**src/rtl/seg7_display_controller.sv**
```systemverilog
// seg7_display_controller: time-multiplexed 8-digit common-anode 7-seg scan.
// Double-buffered display word, commits at frame wrap; registered outputs.
//
// Ports:
//   clk         system clock, rising edge
//   reset       asynchronous active-low reset
//   enable      1 = scan, 0 = dark and held at digit 0
//   load        strobe, captures data into staging
//   data[31:0]  display word, nibble i on digit i (digit 0 rightmost)
//   dp_mask     decimal point request per digit (live)
//   blank_lz    leading-zero suppression
//   hex_out     nibble for external decoder
//   an          anode enables, active-low
//   dp          decimal point cathode, active-low
//   frame_done  one-cycle pulse on 7 -> 0 wrap
module seg7_display_controller #(
    parameter int unsigned REFRESH_DIV = 100000
) (
    input  logic        clk,
    input  logic        reset,
    input  logic        enable,
    input  logic        load,
    input  logic [31:0] data,
    input  logic [7:0]  dp_mask,
    input  logic        blank_lz,
    output logic [3:0]  hex_out,
    output logic [7:0]  an,
    output logic        dp,
    output logic        frame_done
);

    localparam logic [19:0] DIV_LAST = 20'(REFRESH_DIV - 1);

    logic [19:0] div_cnt;
    logic [19:0] div_cnt_n;
    logic [2:0]  idx;
    logic [2:0]  idx_n;
    logic [31:0] staging;
    logic [31:0] staging_n;
    logic [31:0] committed;
    logic [31:0] committed_n;
    logic        pending;
    logic        pending_n;

    logic        tick;
    logic        wrap;
    logic        commit;

    logic [7:0]  nz;
    logic [7:0]  above;
    logic [7:0]  blanked;

    logic [3:0]  hex_n;
    logic [7:0]  an_n;
    logic        dp_n;

    // Scan sequencing and double-buffer control
    always_comb begin
        tick   = enable && (div_cnt == DIV_LAST);
        wrap   = tick && (idx == 3'd7);
        // While disabled the buffer is transparent so committed tracks staging
        commit = !enable || wrap;

        div_cnt_n = div_cnt + 20'd1;
        if (!enable || tick) begin
            div_cnt_n = '0;
        end

        idx_n = idx;
        if (!enable) begin
            idx_n = '0;
        end else if (tick) begin
            idx_n = idx + 3'd1;
        end

        staging_n = load ? data : staging;

        // Using staging_n gives the same-cycle load bypass on a commit
        committed_n = commit ? staging_n : committed;

        pending_n = pending;
        if (commit) begin
            pending_n = 1'b0;
        end else if (load) begin
            pending_n = 1'b1;
        end
    end

    // Leading-zero detection on the word that will be displayed next
    always_comb begin
        nz      = '0;
        above   = '0;
        blanked = '0;
        for (int k = 0; k < 8; k++) begin
            nz[k] = |committed_n[4*k +: 4];
        end
        // above[k]: some digit at position k or higher is non-zero
        for (int k = 0; k < 8; k++) begin
            above[k] = |(nz >> k);
        end
        for (int k = 1; k < 8; k++) begin
            blanked[k] = blank_lz && !above[k];
        end
    end

    // Output decode from next-state digit index
    always_comb begin
        hex_n = committed_n[{idx_n, 2'b00} +: 4];
        an_n  = ~(8'b1 << idx_n);
        dp_n  = ~dp_mask[idx_n];
        if (blanked[idx_n]) begin
            an_n = 8'hFF;
            dp_n = 1'b1;
        end
        if (!enable) begin
            an_n = 8'hFF;
            dp_n = 1'b1;
        end
    end

    always_ff @(posedge clk or negedge reset) begin
        if (!reset) begin
            div_cnt    <= '0;
            idx        <= '0;
            staging    <= '0;
            committed  <= '0;
            pending    <= 1'b0;
            hex_out    <= '0;
            an         <= 8'hFF;
            dp         <= 1'b1;
            frame_done <= 1'b0;
        end else begin
            div_cnt    <= div_cnt_n;
            idx        <= idx_n;
            staging    <= staging_n;
            committed  <= committed_n;
            pending    <= pending_n;
            hex_out    <= hex_n;
            an         <= an_n;
            dp         <= dp_n;
            frame_done <= wrap;
        end
    end

endmodule
```
**config.mk**
```make
export PLATFORM = sky130hd
export DESIGN_NAME = seg7_display_controller
export DESIGN_NICKNAME = d
export VERILOG_FILES = /design/src/rtl/seg7_display_controller.sv
export SDC_FILE = /design/constraint.sdc
export NUM_CORES = 1
export LEC_CHECK = 0
export CAP_MARGIN = 10
export CORE_MARGIN = 5
export CORE_UTILIZATION = 54
export CTS_CLUSTER_SIZE = 16
export DETAILED_ROUTE_END_ITERATION = 16
export PLACE_DENSITY = 0.86
export SLEW_MARGIN = 20
export SYNTH_ARGS = -nofsm -noshare
export SYNTH_HDL_FRONTEND = slang
export SYNTH_SLANG_ARGS = --single-unit
```
**constraint.sdc**
```tcl
create_clock -name clk -period 7.6 [get_ports clk]
set_clock_uncertainty 0.2 [all_clocks]
set_input_delay 1.9 -clock clk [delete_from_list [all_inputs] [get_ports clk]]
set_output_delay 1.9 -clock clk [all_outputs]
set_load 0.01 [all_outputs]
```
==> results.tsv <==
stage	metric	value	unit
synth	async_reset_ff_share	100	%
synth	yosys.cell_types.count	52	
place	placed_cells	547	
sta	rsz0062_at_grt	no	
synth	synthAdderAreaFrac	0.802	%
place	portBuffers	58	
drt	drt_iter0_markers	140	
global_routing	grt-ovfl-total	0	
clock_tree	cts-root-buf	clkbuf_8	
sta	slew_violations	0	
clock_tree	cts_resized	0	
clock_tree	cts-htree-levels	3	
worst_setup_path	endpoint_kind	flip-flop	
final_layout	num_antenna_cells	0	
worst_setup_path	critPathArrivalTime	4.71	ns
drt	wl	9730	um
worst_setup_path	rr_startpoint	div_cnt[0]$_DFF_PN0_	
place	dp_slack	2.60	ns
worst_setup_path	ff2ff_setup_slack	4.11	ns
synth	synthTopCellsByArea	dfrtp_1 49%, mux2_2 11%, dfstp_2 5.1%	
synth	yosys.area_share.simple	13.0	%
min_path	hold_path_depth	2	
clock_tree	cts_tree	yes	
synth	synth_top_family_by_area	multiplexers	
worst_setup_path	cp-start-kind	input pin	
sta	setup_ws	2.98	ns
place	globalplace.congestion	0.835	
sta	hold_violations	0	
clock_tree	clk_path_buf_depth	2	
synth	ys_ff_latch	101	
worst_setup_path	crit_start	load	
synth	synth_largest_area_cell	dfrtp_1	
sta	slew_headroom	46.8	%
synth	synth_seq_area_share	54.2	%
final_layout	final_common_cell	dfrtp_1	
pwr	power_density	194	nW/um2
synth	synthFlopType	dfrtp_1	
clock_tree	clkTransAtPathRegs	0.09	ns
drt	vias_per_cell	5.74	
clock_tree	cts_setup_buffers	0	
sta	period_minus_slack	4.62	ns
floorplanning	die_h	103	um
clock_tree	clk_latency	0.37	ns
floorplanning	rows	34	
sta	max_freq	0.217	GHz
final_layout	area_growth	17.0	%
final_layout	drive_gt1_share	18.0	%
clock_tree	cts-buffers-inserted	9	
drt	vias	3232	
global_routing	gr-usage-all-layers	19.8	%
global_routing	use_met2	34.7	%
flow_run	maxCapViolations	0	
sta	finalSetupViolations	0	
global_routing	grt_first_pass_wirelength	16100	um
sta	timing.hold.ws	0.302	ns
sta	finalCritPeriodShare	60.7	%
global_routing	grt_max_degree	68	
synth	synth_xor_area_share	3.18	%
floorplanning	die_w	103	um
place	dp_hpwl	7250	um
min_path	hp-start	committed[1]$_DFF_PN0_	
drt	drc	0	
clock_tree	postCtsHoldBufs	0	
drt	wl_per_cell	17.3	um
pwr	ir_drop	0.138	mV
sta	tightest_slew	0.793	ns
pwr	p_leak	2.35	nW
floorplanning	die_area	10600	um2
worst_setup_path	worstPathRequired	7.70	ns
synth	synth_compound_area_share	7.81	%
drt	ant_nets	0	
worst_setup_path	reg2reg_depth	8	
synth	synth_edf_count	0	
synth	yosysWarnings	0	
global_routing	use_met3	4.47	%
final_layout	final_nets	498	
synth	synth_top_area_share	49.2	%
sta	tns	0	ns
worst_setup_path	cp_max_fo	34	
min_path	worstHoldEndpoint	committed[1]$_DFF_PN0_	
floorplanning	core_area	8590	um2
floorplanning	pin_count	59	
synth	syn-num-nets	442	
synth	syn_inst	394	
global_routing	busiest_layer	met2	
final_layout	fin_util	63.7	%
synth	avgSynthCellArea	11.9	um2
global_routing	use_met1	24.7	%
drt	first_pass_iters	4	
floorplanning	initial_utilization	54.5	%
global_routing	antenna_found_initial	0	
clock_tree	clkSinkCount	101	
synth	netlist_area	4680	um2
outcome	status	completed	
global_routing	grt_pass1_vias	3288	
synth	synth_mux_area_share	16.9	%
worst_setup_path	crit_type	input pin to flip-flop	
final_layout	final_cells	563	
worst_setup_path	rr_endpoint	hex_out[3]$_DFF_PN0_	
min_path	hp-class	flip-flop to flip-flop	
final_layout	final_cell_mix	92 x dfrtp_1, 57 x clkdlybuf4s50_1, 46 x mux2_2, 35 x nor2_1, 24 x nand2_1	
-- cells in the mapped netlist, drive strengths merged, types with 2 or more instances --
cell type,number
dfrtp,92
mux2,52
nor2,35
nand2,24
mux2i,20
inv,19
nor4,12
xor2,12
a2111oi,9
buf,9
dfstp,9
nand3,9
o21ai,9
o22ai,8
nor2b,7
nor3,7
and3,6
clkbuf,6
and4,5
or4,5
xnor2,5
a21oi,3
and2,3
ha,3
nand4,3
a211oi,2
a22oi,2
a2bb2o,2
o211a,2
o21a,2
o311a,2
-- area by class of cell --
class,instances,area (um2)
inverters,20,75.1
repair buffers,60,593
well taps,108,135
clock buffers,10,128
flip-flops and latches,101,2540
fillers,643,3120
multi-input cells,258,1950
clock inverters,6,56.3
-- power by group --
group / total (mW) / switching [mW] / internal [mW]
logic: 0.144 / 0.0697 / 0.0742
clock network: 0.316 / 0.190 / 0.125
registers: 0.605 / 0.0204 / 0.585
total: 1.06 / 0.280 / 0.784
-- metrics by stage --
| stage | area (um2) | power (mW) |
|---|---|---|
| after global routing | 5480 | 1.11 |
| after floorplan | 4680 | 0.693 |
| after detailed placement | 5290 | 0.760 |
| after global placement | 5290 | 0.750 |
| after CTS | 5480 | 1.08 |
| final | 5480 | 1.06 |
-- cell families (layout without fill, tap and decap cells) --
| family | count (synthesis) | after routing |
|---|---|---|
| and+or+nand+nor | 119 | 119 |
| DFF | 101 | 101 |
| muxes | 72 | 72 |
| AOI/OAI and AO/OA | 47 | 47 |
| buffers and inverters | 35 | 96 |
| xor gates and xnor gates | 17 | 17 |
| adders and majority gates | 3 | 3 |
-- how the worst max path moves through the flow --
stage | end | depth (start not counted)
2_1_floorplan | an[1]$_DFF_PN1_ | 9
3_3_place_gp | an[1]$_DFF_PN1_ | 9
3_5_place_dp | an[2]$_DFF_PN1_ | 9
4_1_cts | an[2]$_DFF_PN1_ | 9
5_1_grt | an[2]$_DFF_PN1_ | 9
6_report | an[2]$_DFF_PN1_ | 8
-- critical path, cell delays in order --
cell and delay, ns:
clkdlybuf4s50_1 0.45, buf_4 0.38, mux2_2 0.44, nor4_1 0.51, nand2_1 0.11, o221a_2 0.16, or4_4 0.58, o21ai_1 0.17
-- registers in the layout (all words and copies together) (netlist names) --
name        count
committed      32
staging        32
div_cnt        20
an              8
hex_out         4
idx             3
dp              1
frame_done      1
-- layer usage --
metal | wire (um) | up-vias | share of wire (%)
li1 | - | 1526 | -
met1 | 4100 | 1624 | 42
met2 | 4990 | 73 | 51
met3 | 521 | 9 | 5.4
met4 | 112 | 0 | 1.2
met5 | 0 | - | 0
(Power assumes the default switching activity.)
